<file path="config.mk">
export PLATFORM = sky130hd
export DESIGN_NAME = pkt_tx_sequencer
export DESIGN_NICKNAME = d
export VERILOG_FILES = /design/src/rtl/pkt_tx_pkg.sv /design/src/rtl/tx_skid_fifo.sv /design/src/rtl/pkt_tx_sequencer.sv
export SDC_FILE = /design/constraint.sdc
export NUM_CORES = 1
export LEC_CHECK = 0
export CORE_UTILIZATION = 40
export CTS_BUF_LIST = sky130_fd_sc_hd__clkbuf_4 sky130_fd_sc_hd__clkbuf_8
export CTS_CLUSTER_SIZE = 40
export DETAILED_ROUTE_END_ITERATION = 7
export SYNTH_ARGS = -nofsm -noshare
export SYNTH_HDL_FRONTEND = slang
export SYNTH_HIERARCHICAL = 1
export SYNTH_SLANG_ARGS = --single-unit
</file>
<file path="constraint.sdc">
create_clock -name clk -period 3.9 [get_ports clk]
set_input_delay 0.39 -clock clk [delete_from_list [all_inputs] [get_ports clk]]
set_output_delay 0.39 -clock clk [all_outputs]
set_load 0.02 [all_outputs]
</file>
<file path="src/rtl/pkt_tx_pkg.sv">
// Shared types and elaboration-time helpers for the packet transmit sequencer.
package pkt_tx_pkg;

    typedef enum logic [1:0] {
        ST_IDLE,
        ST_SEND,
        ST_GAP
    } state_e;

    // Words needed to carry pkt_bytes on a data_w-bit bus.
    function automatic int calc_nw(input int pkt_bytes, input int data_w);
        int bpw;
        bpw = data_w / 8;
        return (pkt_bytes + bpw - 1) / bpw;
    endfunction

    // Unused byte lanes in the final word of the packet.
    function automatic int calc_mod(input int pkt_bytes, input int data_w);
        return calc_nw(pkt_bytes, data_w) * (data_w / 8) - pkt_bytes;
    endfunction

    function automatic int mod_width(input int data_w);
        return (data_w / 8 > 1) ? $clog2(data_w / 8) : 1;
    endfunction

endpackage

</file>
<file path="src/rtl/tx_skid_fifo.sv">
// Two-entry FIFO that absorbs the one-cycle source read latency between
// the source memory and the transmit interface.
module tx_skid_fifo #(
    parameter int DATA_W = 32
) (
    input  logic              clk,
    input  logic              rst,
    input  logic              push_i,
    input  logic [DATA_W-1:0] push_data_i,
    input  logic              pop_i,
    output logic [1:0]        count_o,
    output logic [DATA_W-1:0] head_o
);

    logic [DATA_W-1:0] mem_q [2];
    logic              wr_ptr_q;
    logic              rd_ptr_q;
    logic [1:0]        count_q;

    // NOTE: storage is deliberately not reset; count_q alone says which
    // entries are valid, so clearing the data would only cost reset fan-out.
    always_ff @(posedge clk) begin
        if (push_i) begin
            mem_q[wr_ptr_q] <= push_data_i;
        end
    end

    // NOTE: every sequential update uses <= so all registers see the values
    // from before this edge, independent of statement order.
    always_ff @(posedge clk) begin
        if (rst) begin
            wr_ptr_q <= 1'b0;
            rd_ptr_q <= 1'b0;
            count_q  <= 2'd0;
        end else begin
            if (push_i) begin
                wr_ptr_q <= ~wr_ptr_q;
            end
            if (pop_i) begin
                rd_ptr_q <= ~rd_ptr_q;
            end
            count_q <= count_q + {1'b0, push_i} - {1'b0, pop_i};
        end
    end

    assign count_o = count_q;
    assign head_o  = mem_q[rd_ptr_q];

endmodule

</file>
<file path="src/rtl/pkt_tx_sequencer.sv">
// Reads fixed-length packets from a source memory and streams them to a MAC
// FIFO interface. Define PKT_TX_STATS_EN to add packet/beat counter outputs.
module pkt_tx_sequencer
    import pkt_tx_pkg::*;
#(
    parameter int DATA_W    = 32,
    parameter int PKT_BYTES = 64,
    parameter int DEPTH     = 256,
    parameter int IPG       = 12
) (
    input  logic                           clk,
    input  logic                           rst,
    input  logic                           en,
    input  logic                           tick,
    output logic                           src_rd_en,
    output logic [$clog2(DEPTH)-1:0]       src_addr,
    input  logic [DATA_W-1:0]              src_data,
    output logic [DATA_W-1:0]              ff_tx_data,
    output logic                           ff_tx_sop,
    output logic                           ff_tx_eop,
    output logic [mod_width(DATA_W)-1:0]   ff_tx_mod,
    output logic                           ff_tx_err,
    output logic                           ff_tx_wren,
    input  logic                           ff_tx_rdy,
    output logic                           busy
`ifdef PKT_TX_STATS_EN
    ,
    output logic [31:0]                    pkt_cnt,
    output logic [31:0]                    beat_cnt
`endif
);

    localparam int NW      = calc_nw(PKT_BYTES, DATA_W);
    localparam int MOD_VAL = calc_mod(PKT_BYTES, DATA_W);
    localparam int MOD_W   = mod_width(DATA_W);
    localparam int ADDR_W  = $clog2(DEPTH);
    localparam int IDX_W   = (NW > 1) ? $clog2(NW) : 1;
    localparam int LEFT_W  = $clog2(NW + 1);
    localparam int GAP_W   = (IPG > 1) ? $clog2(IPG) : 1;

    state_e              state_q, state_d;
    logic [ADDR_W-1:0]   addr_q, addr_d;
    logic [LEFT_W-1:0]   rd_left_q, rd_left_d;
    logic [IDX_W-1:0]    beat_idx_q, beat_idx_d;
    logic [GAP_W-1:0]    gap_q, gap_d;
    logic                inflight_q;

    logic [1:0]          fifo_count;
    logic [DATA_W-1:0]   fifo_head;
    logic [2:0]          occupancy;
    logic                rd_en;
    logic                wren;
    logic                beat;
    logic                is_last;

    tx_skid_fifo #(
        .DATA_W (DATA_W)
    ) u_fifo (
        .clk         (clk),
        .rst         (rst),
        .push_i      (inflight_q),
        .push_data_i (src_data),
        .pop_i       (beat),
        .count_o     (fifo_count),
        .head_o      (fifo_head)
    );

    assign wren    = (state_q == ST_SEND) && (fifo_count != 2'd0);
    assign beat    = wren && ff_tx_rdy;
    assign is_last = (beat_idx_q == IDX_W'(NW - 1));

    // A word leaving the buffer this cycle frees its slot, which keeps one
    // read issued per cycle while the MAC is ready.
    assign occupancy = 3'(fifo_count) + 3'(inflight_q) - 3'(beat);
    assign rd_en     = (state_q == ST_SEND) && (rd_left_q != '0) && (occupancy < 3'd2);

    // NOTE: every variable gets its default before the case so no path
    // leaves one unassigned and no latch is inferred.
    always_comb begin
        state_d    = state_q;
        addr_d     = addr_q;
        rd_left_d  = rd_left_q;
        beat_idx_d = beat_idx_q;
        gap_d      = gap_q;
        case (state_q)
            ST_IDLE: begin
                if (en && tick) begin
                    state_d    = ST_SEND;
                    rd_left_d  = LEFT_W'(NW);
                    beat_idx_d = '0;
                end
            end
            ST_SEND: begin
                if (rd_en) begin
                    addr_d    = addr_q + ADDR_W'(1);
                    rd_left_d = rd_left_q - LEFT_W'(1);
                end
                if (beat) begin
                    if (is_last) begin
                        beat_idx_d = '0;
                        if (IPG == 0) begin
                            state_d = ST_IDLE;
                        end else begin
                            state_d = ST_GAP;
                            gap_d   = GAP_W'(IPG - 1);
                        end
                    end else begin
                        beat_idx_d = beat_idx_q + IDX_W'(1);
                    end
                end
            end
            ST_GAP: begin
                if (gap_q == '0) begin
                    state_d = ST_IDLE;
                end else begin
                    gap_d = gap_q - GAP_W'(1);
                end
            end
            default: state_d = ST_IDLE;
        endcase
    end

    always_ff @(posedge clk) begin
        if (rst) begin
            state_q    <= ST_IDLE;
            addr_q     <= '0;
            rd_left_q  <= '0;
            beat_idx_q <= '0;
            gap_q      <= '0;
            inflight_q <= 1'b0;
        end else begin
            state_q    <= state_d;
            addr_q     <= addr_d;
            rd_left_q  <= rd_left_d;
            beat_idx_q <= beat_idx_d;
            gap_q      <= gap_d;
            inflight_q <= rd_en;
        end
    end

    assign src_rd_en  = rd_en;
    assign src_addr   = addr_q;
    assign ff_tx_wren = wren;
    assign ff_tx_data = wren ? fifo_head : '0;
    assign ff_tx_sop  = wren && (beat_idx_q == '0);
    assign ff_tx_eop  = wren && is_last;
    assign ff_tx_mod  = (wren && is_last) ? MOD_W'(MOD_VAL) : '0;
    assign ff_tx_err  = 1'b0;
    assign busy       = (state_q != ST_IDLE);

`ifdef PKT_TX_STATS_EN
    logic [31:0] pkt_cnt_q;
    logic [31:0] beat_cnt_q;

    always_ff @(posedge clk) begin
        if (rst) begin
            pkt_cnt_q  <= '0;
            beat_cnt_q <= '0;
        end else begin
            if (beat) begin
                beat_cnt_q <= beat_cnt_q + 32'd1;
            end
            if (beat && is_last) begin
                pkt_cnt_q <= pkt_cnt_q + 32'd1;
            end
        end
    end

    assign pkt_cnt  = pkt_cnt_q;
    assign beat_cnt = beat_cnt_q;
`endif

endmodule

</file>
Word level (Yosys, flattened, before mapping)
Memories as Yosys holds them, arrays and structs flattened. A register that Yosys moved wholly into a read port is not among the register bits.
Cells that the tools add are included.
- flip-flop bits (word level): 28
- latch bits: 0
- memory bits (writable): 64
- memory bits (read-only): 0
- output and inout bits: 48
- word-level logic and storage cells: 71
- memories kept: 1
- add/subtract/negate cells: 8
- $mul: 0
- div/mod/pow operators: 0
- order comparisons: 1
- equality and inequality tests: 9
- shift operators: 0
- multiplexer cells: 21
- bitwise gates (word level): 2
- reduce and logical (&&, ||, !) cells: 20
- memories (name ; words ; width ; rd ports ; clocked after memory_dff ; wr ports ; line ; RTL):
    u_fifo.mem_q ; 2 ; 32 ; 1 ; 1 ; 1 ; tx_skid_fifo.sv:15 ; logic [DATA_W-1:0] mem_q [2];
- operators with widths (cell ; count):
    $mux W32 ; 1
    $mux W4 ; 6
    $pmux W4 S2 ; 2
    $ne A2 B2 Y1 const B ; 6
    $mux W5 ; 2
    $pmux W5 S2 ; 1
    $add A8 B1 Y8 const B ; 1
    $logic_not A4 Y1 ; 2
    $mux W2 ; 4
    $reduce_and A4 Y1 ; 2
    $reduce_bool A2 Y1 ; 4
    $logic_and A1 B1 Y1 ; 7
    $pmux W2 S3 ; 1
    $reduce_and A3 Y1 ; 2
    $reduce_bool A5 Y1 ; 1
    $sub A5 B1 Y5 const B ; 1
    $add A4 B1 Y4 const B ; 1
    $eq A4 B4 Y1 const B ; 1
    $mux W1 ; 4
    $sub A4 B1 Y4 const B ; 1
    $add A2 B1 Y3 ; 1
    $lt A3 B2 Y1 const B ; 1
    $sub A3 B1 Y3 ; 1
    $add A2 B1 Y2 ; 1
    other kinds (6) ; 7

Logic depth before layout (Yosys ltp)
Gate-level depths: netlist (run 1).
- depth in word-level cells: 8
- depth in mapped cells: 12
- gate-level depth less buffers: 10

Modules after synthesis
Netlist (run 1), hierarchy kept.
- by module, submodules not included (module ; instances ; cells each ; area each (µm²)):
    tx_skid_fifo ; 1 ; 119 ; 2672.6
    pkt_tx_sequencer ; 1 ; 184 ; 1539.0

Worst setup path before layout (run 1)
OpenSTA, ideal clock, no wires.
- path kind: register -> output
- start point: register u_fifo.count_q[1] (netlist: u_fifo/count_o[1])
- end point: output src_rd_en
- arrival time: 2498 ps
- data required time: 3510 ps
- setup slack: 1012 ps
- stages on the path, launching flop included: 11
- cell sequence: dfxtp_1 o21ai_0 nor2_1 ha_1 nand2b_1 fa_1 and3b_1 buf_4 nand3_4 buf_4 inv_1
- cells in the longest elaborated chain, start to end: 6
- RTL lines (what ; line ; RTL):
    start: declaration ; tx_skid_fifo.sv:18 ; logic [1:0] count_q;
    start signal: assignment ; tx_skid_fifo.sv:42 ; count_q <= count_q + {1'b0, push_i} - {1'b0, pop_i};
    $reduce_bool A2 Y1 ; pkt_tx_sequencer.sv:68 ; assign wren = (state_q == ST_SEND) && (fifo_count != 2'd0);
    $logic_and A1 B1 Y1 ; pkt_tx_sequencer.sv:68 ;
    $logic_and A1 B1 Y1 ; pkt_tx_sequencer.sv:69 ; assign beat = wren && ff_tx_rdy;
    net beat ; pkt_tx_sequencer.sv:53 ; logic beat;
    $sub A3 B1 Y3 ; pkt_tx_sequencer.sv:74 ; assign occupancy = 3'(fifo_count) + 3'(inflight_q) - 3'(beat);
    $lt A3 B2 Y1 ; pkt_tx_sequencer.sv:75 ; assign rd_en = (state_q == ST_SEND) && (rd_left_q != '0) && (occupancy < 3'd2);
    $logic_and A1 B1 Y1 ; pkt_tx_sequencer.sv:75 ;
    end: declaration ; pkt_tx_sequencer.sv:15 ; output logic src_rd_en,
The timed path passes the listed nets, and every way through them passes these cells.

Worst setup path after layout (run 1)
- start point: register state_q[0]
- end point: output src_rd_en
- cells in the longest elaborated chain, start to end: 6
- RTL lines (what ; line ; RTL):
    start: declaration ; pkt_tx_sequencer.sv:41 ; state_e state_q, state_d;
    start signal: assignment ; pkt_tx_sequencer.sv:132 ; state_q <= state_d;
    $eq A2 B1 Y1 ; pkt_tx_sequencer.sv:68 ;
    $logic_and A1 B1 Y1 ; pkt_tx_sequencer.sv:68 ;
    $logic_and A1 B1 Y1 ; pkt_tx_sequencer.sv:69 ;
    net beat ; pkt_tx_sequencer.sv:53 ;
    $sub A3 B1 Y3 ; pkt_tx_sequencer.sv:74 ;
    $lt A3 B2 Y1 ; pkt_tx_sequencer.sv:75 ;
    $logic_and A1 B1 Y1 ; pkt_tx_sequencer.sv:75 ;
The timed path passes the listed nets, and every way through them passes these cells.

==> results of run 1 <==
-- kinds of logic after synthesis --
logic type      after synthesis  share of synthesized area
flops                        93                     0.5942
buf+inv                      28                    0.04278
fa+ha+maj                    10                    0.03149
other cells                   1                  0.0008904
xor+xnor                     14                    0.03684
compound gates               25                    0.03625
mux                          33                     0.1147
simple gates                 99                     0.1429
-- sequential cells by signal, summed over array words and instances, names as in the netlist, named ones only --
register         cells
u_fifo/mem_q        64
inflight_q           1
state_q              2
rd_left_q            5
u_fifo/rd_ptr_q      1
src_addr             8
beat_idx_q           4
u_fifo/wr_ptr_q      1
u_fifo/count_o       2
gap_q                4
-- worst paths after layout --
| path | startpoint | endpoint | cells after the start |
|---|---|---|---|
| setup / recovery | state_q[0]$_SDFFE_PP0P_ | src_rd_en | 10 |
| hold / removal | src_addr[7]$_SDFFE_PP0P_ | src_addr[7]$_SDFFE_PP0P_ | 2 |
| setup reg to reg | state_q[0]$_SDFFE_PP0P_ | src_addr[5]$_SDFFE_PP0P_ | 11 |
| hold reg to reg | src_addr[7]$_SDFFE_PP0P_ | src_addr[7]$_SDFFE_PP0P_ | 2 |
-- cell usage in the layout, fill, tap and decap left out, drive strengths merged, types with 2 or more instances in the layout --
master / n
buf: 7
nand2b: 4
nand3: 6
or3: 5
and3: 2
nor3: 6
o21ai: 3
or4: 2
clkbuf: 10
and2: 33
xnor2: 7
ha: 9
nor2: 19
a211oi: 4
a21oi: 11
nand2: 4
dfxtp: 29
xor2: 6
nor2b: 3
inv: 17
clkinv: 2
edfxtp: 64
mux2: 32
nand4: 6
conb: 3
clkdlybuf4s50: 81
o31ai: 3
-- power by group --
part	total (mW)	internal [mW]	switching [mW]	leakage, nW
combinational	0.110	0.0616	0.0487	0.969
sequential	1.07	1.06	0.00777	0.811
clock	0.608	0.260	0.347	0.0954
total	1.79	1.38	0.404	1.88
-- worst reg2reg max path, cell delays in order, from the launching register on --
cell,delay [ns]
dfxtp_2,0.40
nor2b_1,0.20
o21ai_1,0.15
nor2_1,0.17
ha_1,0.24
nand2b_1,0.16
fa_1,0.48
and3b_1,0.31
nand3_4,0.10
buf_4,0.19
or4_1,0.50
a21oi_1,0.16
-- repair_timing --
item	4_1_cts	5_1_grt
setup buffers	1	0
resized for setup	0	2
endpoints found under the setup margin	1	1
pin swaps	1	0
-- per-layer routing --
layer  part of all wire  vias to the layer above  wire, um
met5                  0                        -         0
li1                   -                     1247         -
met2               0.48                       71      3548
met3              0.039                       14       294
met4              0.021                        0       156
met1               0.46                     1212      3467
-- area by class of cell --
type                    count  share of cell area
clock buffers              10             0.02584
clock inverters             6             0.01010
inverters                  14            0.009866
well taps                 136             0.03195
repair buffers             88              0.1621
flip-flops and latches     93              0.4703
multi-input cells         184              0.2899
-- per-stage QoR --
step           area (um^2)  setup slack, ns
2_1_floorplan         4219            1.012
3_3_place_gp          5126           0.2937
3_5_place_dp          5126           0.1875
4_1_cts               5325           0.1179
5_1_grt               5326          0.01079
6_report              5326           0.3022
==> out/results.tsv, run 1 <==
metric	value	unit
maximum number of pins on one net before global-route repair	37	
clock latency on the worst-skew pair	0.35	ns
Layout Nets	437	
Synth area leader	edfxtp_1	
Fin Hold WS	0.4913	ns
Die Ht	104.6	um
Final Instance Count excl. Fillers	531	
GR peak layer	met2	
P_leak	1.875	nW
Final Core Density	0.5183	
Clock Tree Buf Depth	2	
Async SR Flop Fraction	0	
RSZ-0062 raised after global routing	false	
largest stage delay on the critical path	0.59	ns
Tcrit/Tclk final	0.9225	
WP data arrival	3.21	ns
Final ANT Viol Nets	0	
Total Routed Length	7467	um
Buf/Inv on CP	2	
Yosys warning total	6	
Core Rows	37	
CTS tree	done	
kind of critical path	reg2out	
setup violators final	0	
Seq cells post-synth	93	
Final Hold Viols	0	
setup tns final	0	ns
vias per cell	4.791	
slew margin rel.	0.3213	
CTS H-tree depth	3	
Final Skew	0.008997	ns
minimum clock period	3.598	ns
delay-heaviest family, CP	simple AND/OR/NAND/NOR gates	
Synth top area share	0.4563	
Area contributors post-synth	edfxtp_1, dfxtp_1, mux2_4, and2_1, ha_1	
hold crit path type	reg2reg	
CTS Buf Count	9	
grt ovf	0	
first-pass GRT wire length	12400	um
per-cell routed wire length	14.06	um
vias in the first global route	2569	
PnR Total Power	1.789	mW
most frequent cell after synthesis	edfxtp_1	
Synth top cells by count	edfxtp_1, and2_1, mux2_4, dfxtp_1, nor2_1	
CP max-delay cell	clkdlybuf4s50_1	
Crit path required time	3.51	ns
DP Cell Count	514	
initial core utilization	0.4098	
most used flip-flop cell after synthesis	edfxtp_1	
# diodes	0	
Pwr Density	335.8	nW/um^2
EDFF count, synth	64	
Crit. End Element	output pin	
synthesized area	4212	um^2
outcome	complete, no violations	
multi-input logic area	1544	um^2
First DRT Iteration DRCs	64	
met1 Use GR	0.1857	
total die area	10940	um^2
Root Buffer	clkbuf_8	
Area Overhead vs Synth	26.47	%
io pins	85	
Hold-fix buffers, CTS	0	
DRC viols	0	
Max-Cap Viols	0	
Worst-Margin Slew	1.016	ns
Critical Path Fanout Max	9	
startpoint types	register	
gr usage total	0.1454	
Syn Inst Count	303	
initial antenna violation count	0	
FF+latch area	2505	um^2
Worst-path clk slew	0.09	ns
Buffers on Ports	81	
vias post-DR	2544	
Cell variety after synth	46	
R2R Setup Slk	0.75	ns
grt met2 use	0.2346	
fillers	895	
Slew Viols, Final	0	
post-synthesis sequential area ratio	0.5942	
Avg Cell Area, Syn	13.90	um^2
Peak supply drop	0.1464	mV
GR Layer Usage met3	0.02620	
Die Width	104.6	um
RePlAce Congestion	0.7778	
Pre-antenna DRT Iters	6	
DPL Wire Length	5005	um
share of cells above drive strength 1	0.1595	
crit-path cells	nor2b_1, o21ai_1, nor2_1, ha_1, nand2b_1, fa_1, and3b_1, nand3_4, inv_1, clkdlybuf4s50_1	
CORE AREA	10280	um^2
fmax	277.9	MHz
CTS sink count	93	
No activity file was read; power rests on OpenSTA's default activity.
==> inputs of run 2 (changes only) <==
--- a/config.mk
+++ b/config.mk
@@ -9,6 +9,7 @@
 export CTS_BUF_LIST = sky130_fd_sc_hd__clkbuf_4 sky130_fd_sc_hd__clkbuf_8
 export CTS_CLUSTER_SIZE = 40
 export DETAILED_ROUTE_END_ITERATION = 7
+export HOLD_SLACK_MARGIN = 0.05
 export SYNTH_ARGS = -nofsm -noshare
 export SYNTH_HDL_FRONTEND = slang
 export SYNTH_HIERARCHICAL = 1
==> results of run 2 <==
Same layout as run 1: the final DEF is identical, and so are final timing and power.
